**src/rtl/uart_tx_fsm.sv**
```systemverilog
// UART transmit frame sequencer: start, LSB-first data, optional parity, stop.
// Define UART_TX_STOP2_EN to transmit two stop bits instead of one.
module uart_tx_fsm #(
    parameter int DATA_WIDTH = 8
) (
    input  logic                  CLK,
    input  logic                  RST,
    input  logic [DATA_WIDTH-1:0] P_DATA,
    input  logic                  DATA_VALID,
    input  logic                  PAR_EN,
    input  logic                  PAR_TYP,
    output logic [1:0]            mux_sel,
    output logic                  ser_data,
    output logic                  par_bit,
    output logic                  busy
);

    localparam int CW = (DATA_WIDTH > 1) ? $clog2(DATA_WIDTH) : 1;
    localparam logic [CW-1:0] LAST_BIT = CW'(DATA_WIDTH - 1);

    localparam logic [1:0] SEL_START = 2'b00;
    localparam logic [1:0] SEL_DATA  = 2'b01;
    localparam logic [1:0] SEL_PAR   = 2'b10;
    localparam logic [1:0] SEL_STOP  = 2'b11;

    typedef enum logic [2:0] {
        S_IDLE,
        S_START,
        S_DATA,
        S_PARITY,
        S_STOP
    } state_t;

    state_t                r_state;
    logic [DATA_WIDTH-1:0] r_shreg;
    logic [CW-1:0]         r_cnt;
    logic                  r_par_en;
    logic                  r_par_bit;
    logic [1:0]            r_mux_sel;
    logic                  r_busy;
`ifdef UART_TX_STOP2_EN
    logic                  r_stop_cnt;
`endif

    function automatic logic f_parity(input logic [DATA_WIDTH-1:0] d, input logic odd);
        return (^d) ^ odd;
    endfunction

    always_ff @(posedge CLK or posedge RST) begin
        if (RST) begin
            r_state    <= S_IDLE;
            r_shreg    <= '0;
            r_cnt      <= '0;
            r_par_en   <= 1'b0;
            r_par_bit  <= 1'b0;
            r_mux_sel  <= SEL_STOP;
            r_busy     <= 1'b0;
`ifdef UART_TX_STOP2_EN
            r_stop_cnt <= 1'b0;
`endif
        end else begin
            case (r_state)
                S_IDLE: begin
                    if (DATA_VALID) begin
                        r_shreg   <= P_DATA;
                        r_par_en  <= PAR_EN;
                        r_par_bit <= f_parity(P_DATA, PAR_TYP);
                        r_state   <= S_START;
                        r_mux_sel <= SEL_START;
                        r_busy    <= 1'b1;
                    end
                end
                S_START: begin
                    r_cnt     <= '0;
                    r_state   <= S_DATA;
                    r_mux_sel <= SEL_DATA;
                end
                S_DATA: begin
                    // Shift at the end of each data cycle so bit 0 is always the bit on show.
                    r_shreg <= r_shreg >> 1;
                    if (r_cnt == LAST_BIT) begin
                        if (r_par_en) begin
                            r_state   <= S_PARITY;
                            r_mux_sel <= SEL_PAR;
                        end else begin
                            r_state   <= S_STOP;
                            r_mux_sel <= SEL_STOP;
                        end
                    end else begin
                        r_cnt <= r_cnt + CW'(1);
                    end
                end
                S_PARITY: begin
                    r_state   <= S_STOP;
                    r_mux_sel <= SEL_STOP;
`ifdef UART_TX_STOP2_EN
                    r_stop_cnt <= 1'b0;
`endif
                end
                S_STOP: begin
`ifdef UART_TX_STOP2_EN
                    if (!r_stop_cnt) begin
                        r_stop_cnt <= 1'b1;
                    end else begin
                        r_stop_cnt <= 1'b0;
                        r_state    <= S_IDLE;
                        r_busy     <= 1'b0;
                    end
`else
                    r_state <= S_IDLE;
                    r_busy  <= 1'b0;
`endif
                    r_mux_sel <= SEL_STOP;
                end
                default: begin
                    r_state   <= S_IDLE;
                    r_mux_sel <= SEL_STOP;
                    r_busy    <= 1'b0;
                end
            endcase
        end
    end

    assign mux_sel  = r_mux_sel;
    assign ser_data = r_shreg[0];
    assign par_bit  = r_par_bit;
    assign busy     = r_busy;

endmodule

```
**config.mk**
```make
export PLATFORM = sky130hd
export DESIGN_NAME = uart_tx_fsm
export DESIGN_NICKNAME = d
export VERILOG_FILES = /design/src/rtl/uart_tx_fsm.sv
export SDC_FILE = /design/constraint.sdc
export NUM_CORES = 1
export LEC_CHECK = 0
export CAP_MARGIN = 10
export CORE_MARGIN = 2
export CORE_UTILIZATION = 45
export CTS_BUF_LIST = sky130_fd_sc_hd__clkbuf_4 sky130_fd_sc_hd__clkbuf_8 sky130_fd_sc_hd__clkbuf_16
export DETAILED_ROUTE_END_ITERATION = 10
export MAX_ROUTING_LAYER = met4
export PLACE_DENSITY_LB_ADDON = 0.08
export SYNTH_ARGS = -nofsm -noshare
export SYNTH_HDL_FRONTEND = slang
export SYNTH_SLANG_ARGS = --single-unit
```
**constraint.sdc**
```tcl
create_clock -name CLK -period 4.3 [get_ports CLK]
set_clock_uncertainty 0.2 [all_clocks]
set_input_delay 0.645 -clock CLK [delete_from_list [all_inputs] [get_ports CLK]]
set_output_delay 0.645 -clock CLK [all_outputs]
set_load 0.02 [all_outputs]
```
* Word-level counts from Yosys, hierarchy flattened *
Cells that the tools add are included.

storage, ports and cells
  bits in registers = 19

operators by class
  muxes and demuxes = 14
  bitwise gates (word level) = 2
  add/subtract/negate cells = 1
  equal/unequal tests = 7
  reductions and logical operators = 10

operator list
  operator               count
  $pmux W8 S2            1
  $mux W3                4
  $pmux W3 S4            1
  $reduce_and A2 Y1      5
  $mux W8                1
  $reduce_xor A8 Y1      1
  $eq A3 B2 Y1 const B   2
  $ne A2 B2 Y1 const B   3
  $pmux W2 S3            1
  $pmux W3 S2            1
  $mux W2                2
  $reduce_bool A2 Y1     2
  $add A3 B1 Y3 const B  1
  $eq A3 B1 Y1 const B   1
  $eq A3 B3 Y1 const B   1
  $logic_not A3 Y1       1
  $reduce_or A3 Y1       1
  $mux W1                2
  $pmux W1 S2            1
  $not A1 Y1             1
  $xor A1 B1 Y1          1

* Logic depth before layout (Yosys ltp) *
Gate-level depths: netlist of run 1.

  depth in word-level cells = 4
  gate-level depth with buffers = 6

* Worst setup path before layout of run 1 *
No wires, ideal clock.

  path kind = input to register
  start point = input P_DATA[2]
  end point = register r_par_bit, in the netlist par_bit
  arrival time = 1.389 ns
  library setup time = 0.123 ns
  stages on the path = 4
  required time = 3.977 ns
  slack = 2.587 ns
  cells stage by stage = xor2_1 > xnor3_1 > xnor2_1 > o21ai_1

between the ends
  cells in the longest elaborated chain, start to end = 2

ends and longest elaborated chain
  item                  line  RTL
  from (decl)           8     input logic [DATA_WIDTH-1:0] P_DATA,
  $reduce_xor A8 Y1     46    return (^d) ^ odd;
  $xor A1 B1 Y1         46
  to (signal assigned)  67    r_par_bit <= f_parity(P_DATA, PAR_TYP);
  to (decl)             38    logic r_par_bit;

No other way between the ends.
A chain may end at the register's enable or synchronous reset.

* Worst setup path after layout of run 1 *
  start point = register r_mux_sel[0], in the netlist mux_sel[0]
  end point = output mux_sel[0]

RTL lines
  item                    line  RTL
  from (decl)             39    logic [1:0] r_mux_sel;
  from (signal assigned)  56    r_mux_sel <= SEL_STOP;
  from (signal assigned)  69    r_mux_sel <= SEL_START;
  from (signal assigned)  76    r_mux_sel <= SEL_DATA;
  to (decl)               12    output logic [1:0] mux_sel,

No word-level cell between the ends.

==> flow_summary.yaml, run 1 <==
sta:
  finalHoldViolations: 0
  rsz0062_at_grt: "false"
  period_share: 0.5288
  drv_slew: 0
  tns_ps: 0
  fin_crit_ps: 2274
  tightest_slew_ps: 695.4
  max_freq_mhz: 439.8
  maxSlewHeadroom: 0.5359
  setup_viol: 0
global_routing:
  grt_pass1_wl_um: 3180
  grt_use_total: 0.1764
  grt_antenna_before_repair: 0
  grt_pass1_vias: 712
  grt_max_degree: 20
  grt-ovfl-total: 0
clocking:
  cts_buffers: 3
  postCtsResizedCells: 0
  clkSinkCount: 19
  clk_transition_reported_paths_ps: 100
  cts_buffer_depth: 2
  post_cts.repair.setup_buffers: 0
  cts_tree: "yes"
  holdBufCountCts: 0
  htreeDepth: 1
  cts_root_buffer: "clkbuf_4"
  insertion_delay_ps: 290
placed_design:
  place_area_mm2: 0.001115
  io_buffers: 17
  gp_congestion: 0.7169
  dp_hpwl_um: 1273
finish:
  design_area_mm2: 0.001145
  syn_to_final_growth_pct: 23.65
  fillers: 184
  final_cell_mix: "17 x dfrtp_1, 17 x clkdlybuf4s50_1, 10 x inv_1, 8 x o22ai_1, 8 x a21oi_1"
  layout.nets: 124
  regArea_um2: 478.0
  multi_input_area_um2: 395.4
  drive_gt1_frac: 0.08333
  diodes: 0
logic_synthesis:
  avgSynthCellArea_um2: 10.29
  synth_edf_count: 0
  synthesis.nets: 105
  ys_ff_latch: 19
  ys.flop_type: "dfrtp_1"
  yosysSeqAreaShare: 0.5162
  syn_area_um2: 925.9
  ys.warnings.count: 0
  synth_cell_types: 26
  async_flop_share: 1.000
  synthCells: 90
power:
  vdd_ir_drop_max_mv: 0.4183
  finalPower_uw: 767.9
  p_leak_uw: 0.0005280
  power_density_mw_per_mm2: 670.7
critical_path:
  crit_required_ps: 3450
  regToRegSetupSlack_ps: 2530
  critPathBufInv: 1
  crit_arrival_ps: 1430
  crit_fanout: 2
  cp_top_family: "buffers and inverters"
  worstReg2RegStart: "r_state[0]"
  max_stage_delay_ps: 590
  crit_start: "mux_sel[0]"
  reg2reg_depth: 3
  cp_slowest_cell: "clkdlybuf4s50_1"
  criticalPathCategory: "flip-flop to output pin"
  r2r-end: "r_par_en"
  path_cells: "clkdlybuf4s50_1"
  worstSetupEndpointType: "output pin"
  crit_path_start_kind: "flip-flop"
detailed_routing:
  via_per_inst: 5.007
  first_pass_iters: 3
  drc_errors: 0
  drtIter0Drc: 5
  wl_per_cell_um: 12.56
  ant_nets: 0
  finalWirelength_um: 1695
  vias: 676
die:
  start_util: 0.4768
  core_mm2: 0.001942
  die_area_mm2: 0.002436
  die_w_um: 49.36
  io_pins: 18
  row_count: 16
  die_y_um: 49.36
worst_hold_path:
  hp-class: "flip-flop to flip-flop"
  worstHoldPathCells: 2
  hold_end: "r_shreg[7]"
  hp-start: "r_shreg[7]"
run_status:
  status: "finished, final reports clean"
flow_run:
  cap_violations: 0
==> power by group <==
| group | total, uW | switching, uW | internal (uW) |
|---|---|---|---|
| Clock | 95.4 | 52.9 | 42.4 |
| Sequential | 339 | 71.9 | 267 |
| Combinational | 334 | 167 | 167 |
==> logic make-up after synthesis <==
family	synth area share
AND/OR/NAND/NOR	0.09595
multiplexers	0.03513
buffers and inverters	0.05676
flip-flops	0.5162
adder cells (fa/ha/maj)	0.02702
XOR/XNOR	0.08108
AO/OA/AOI/OAI	0.1878
==> through the flow <==
step | worst slack [ps] | util | std cells | hold WS (ps)
global placement | 2022 | 0.5741 | 131 | 283.3
finish | 2026 | 0.5896 | 135 | 306.7
floorplan | 2587 | - | 90 | 250.2
detailed placement | 2000 | 0.5741 | 131 | 279.0
global route | 1980 | 0.5896 | 135 | 350.8
CTS | 2004 | 0.5896 | 135 | 306.5
==> cell usage after synthesis, types with 3 or more instances <==
library cell | instances | area share
o22ai_1 | 8 | 0.054
nor2_1 | 5 | 0.020
a21oi_1 | 8 | 0.043
dfrtp_1 | 17 | 0.46
o21ai_0 | 3 | 0.016
a22o_1 | 5 | 0.047
xnor2_1 | 4 | 0.038
nand2_1 | 4 | 0.016
inv_1 | 10 | 0.041
buf_2 | 3 | 0.016
==> worst max-delay path by stage <==
stage               cells after the start         end  slack, ps
finish                                  1  mux_sel[0]       2030
CTS                                     1  mux_sel[0]       2000
floorplan                               4     par_bit       2590
global placement                        5     par_bit       2020
detailed placement                      5     par_bit       2000
global route                            1  mux_sel[1]       1980
==> state kept, by name (all words and copies together) (netlist names) <==
signal and cells:
r_shreg 8, r_state 3, r_cnt 3, par_bit 1, busy 1, r_par_en 1
mux_sel 2
==> routing by layer <==
layer  wire (um)  vias to the layer above  track usage
met5           0                        -            -
met4          34                        0      0.07143
met3          47                        5      0.03988
met2         799                        8       0.2635
met1         815                      314       0.2320
li1            -                      349            -
==> area by class of cell <==
cell class / instances / share of cell area
timing repair buffer: 17 / 0.1486
multi-input combinational: 58 / 0.3454
sequential: 19 / 0.4175
inverter: 10 / 0.03279
tap: 27 / 0.02951
clock buffer: 4 / 0.02623
Note: power is estimated with default switching activity, not from simulation.
==> inputs of run 2 (changes only) <==
clock period = 2.2 ns   (was 4.3 ns; I/O delays follow)
==> flow_summary.yaml, run 2 (same netlist as run 1, synthesis figures left out) <==
worst_hold_path:
  hp-class: "input port to asynchronous set/reset pin"
detailed_routing:
  first_pass_iters: 4
  ant_nets: 0
  drtIter0Drc: 10
  via_per_inst: 5.179
  met2_length_um: 800
  met3_length_um: 54
  vias: 725
  drc_errors: 0
  highest_layer: "met4"
  finalWirelength_um: 1735
  drt-met1-wl_um: 835
  wl_per_cell_um: 12.39
power:
  internal_power_uw: 967.2
  power_density_mw_per_mm2: 1308
  p_seq_frac: 0.408
  p_leak_uw: 0.0005518
  p_sw_uw: 579.1
  clkPwrFrac: 0.125
  vdd_ir_drop_max_mv: 0.8872
  switching_share: 0.3745
  comb_power_share: 0.467
finish:
  syn_to_final_growth_pct: 27.70
  final_cell_mix: "17 x dfrtp_1, 17 x clkdlybuf4s50_1, 10 x inv_1, 8 x o22ai_1, 8 x a21oi_1"
  largest_register_ff_count: 8
  design_area_mm2: 0.001182
  diodes: 0
  layout.nets: 129
  drive_gt1_frac: 0.1239
  top_regs: "r_shreg: 8 flops, r_cnt: 3 flops, r_state: 3 flops"
  top_register: "r_shreg"
critical_path:
  crit_required_ps: 1670
  worstReg2RegStart: "r_state[0]"
  crit_start: "mux_sel[0]"
  critPathBufInv: 1
  criticalPathCategory: "flip-flop to output pin"
  max_stage_delay_ps: 590
  path_cells: "clkdlybuf4s50_1"
  crit_path_start_kind: "flip-flop"
  worstSetupEndpointType: "output pin"
  cp_slowest_cell: "clkdlybuf4s50_1"
  crit_fanout: 2
  cp_top_family: "buffers and inverters"
  crit_arrival_ps: 1440
die:
  core_mm2: 0.001942
  die_w_um: 49.36
  io_pins: 18
  die_y_um: 49.36
  row_count: 16
  start_util: 0.4768
  die_area_mm2: 0.002436
placed_design:
  dp_hpwl_um: 1265
  place_area_mm2: 0.001152
  gp_congestion: 0.7533
  io_buffers: 17
clocking:
  clkSinkCount: 19
  clk_transition_reported_paths_ps: 110
  holdBufCountCts: 0
  postCtsResizedCells: 0
  post_cts.repair.setup_buffers: 0
  cts_root_buffer: "clkbuf_4"
  cts_buffers: 3
  htreeDepth: 1
  insertion_delay_ps: 300
  cts_buffer_depth: 2
  cts_tree: "yes"
sta:
  period_share: 0.8934
  hold_ws_ps: 139.5
  rsz0062_at_grt: "false"
  tns_ps: 0
  tightest_slew_ps: 309.7
  max_freq_mhz: 508.8
  maxSlewHeadroom: 0.7920
  setup_viol: 0
  finalHoldViolations: 0
  drv_slew: 0
  fin_crit_ps: 1966
flow_run:
  cap_violations: 0
global_routing:
  grt_use_total: 0.1811
  grt_max_degree: 20
  grt_pass1_vias: 732
  grt_antenna_before_repair: 0
  grt_pass1_wl_um: 3236
  grt-ovfl-total: 0
run_status:
  status: "finished, final reports clean"
-- run 2: cell count changes in the layout (fill, tap and decap cells not counted) --
cell   delta
buf_4     +5
-- run 2: metal layers --
metal  vias up  global-route usage
met1       346              0.2280
met4         0              0.1000
met3         5             0.03988
met2        10              0.2703
li1        364                   -
met5         -                   -
-- run 2: power by group through the flow --
stage | clock (uW) | sequential, uW | combinational (uW)
after floorplan | 0 | 658 | 468
after global placement | 0 | 633 | 715
after detailed placement | 0 | 636 | 729
after CTS | 201 | 630 | 731
after global routing | 217 | 654 | 806
final | 193 | 631 | 722
-- run 2: cell type report --
cell class	instances	area [um2]
inverters	10	37.54
well taps	27	33.78
flip-flops and latches	19	478.0
fillers	170	759.5
repair buffers	22	207.7
multi-input cells	58	395.4
clock buffers	4	30.03
-- run 2: through the flow --
stage | setup slack, ps | utilization | cells | total power (uW)
floorplan | 636.5 | - | 90 | 1126
global placement | 266.1 | 0.5934 | 136 | 1348
detailed placement | 218.1 | 0.5934 | 136 | 1365
CTS | 219.1 | 0.6089 | 140 | 1562
global route | 187.6 | 0.6089 | 140 | 1677
finish | 234.4 | 0.6089 | 140 | 1546
-- run 2: worst paths after layout --
kind / slack (ps) / cells after the start / end
max in group asynchronous: 1400 / 3 / mux_sel[0]
worst max register to register: 470 / 5 / r_shreg[2]
min in group CLK: 300 / 2 / r_shreg[7]
worst max-delay path: 230 / 1 / mux_sel[0]
worst min register to register: 300 / 2 / r_shreg[7]
worst min-delay path: 140 / 3 / r_cnt[2]
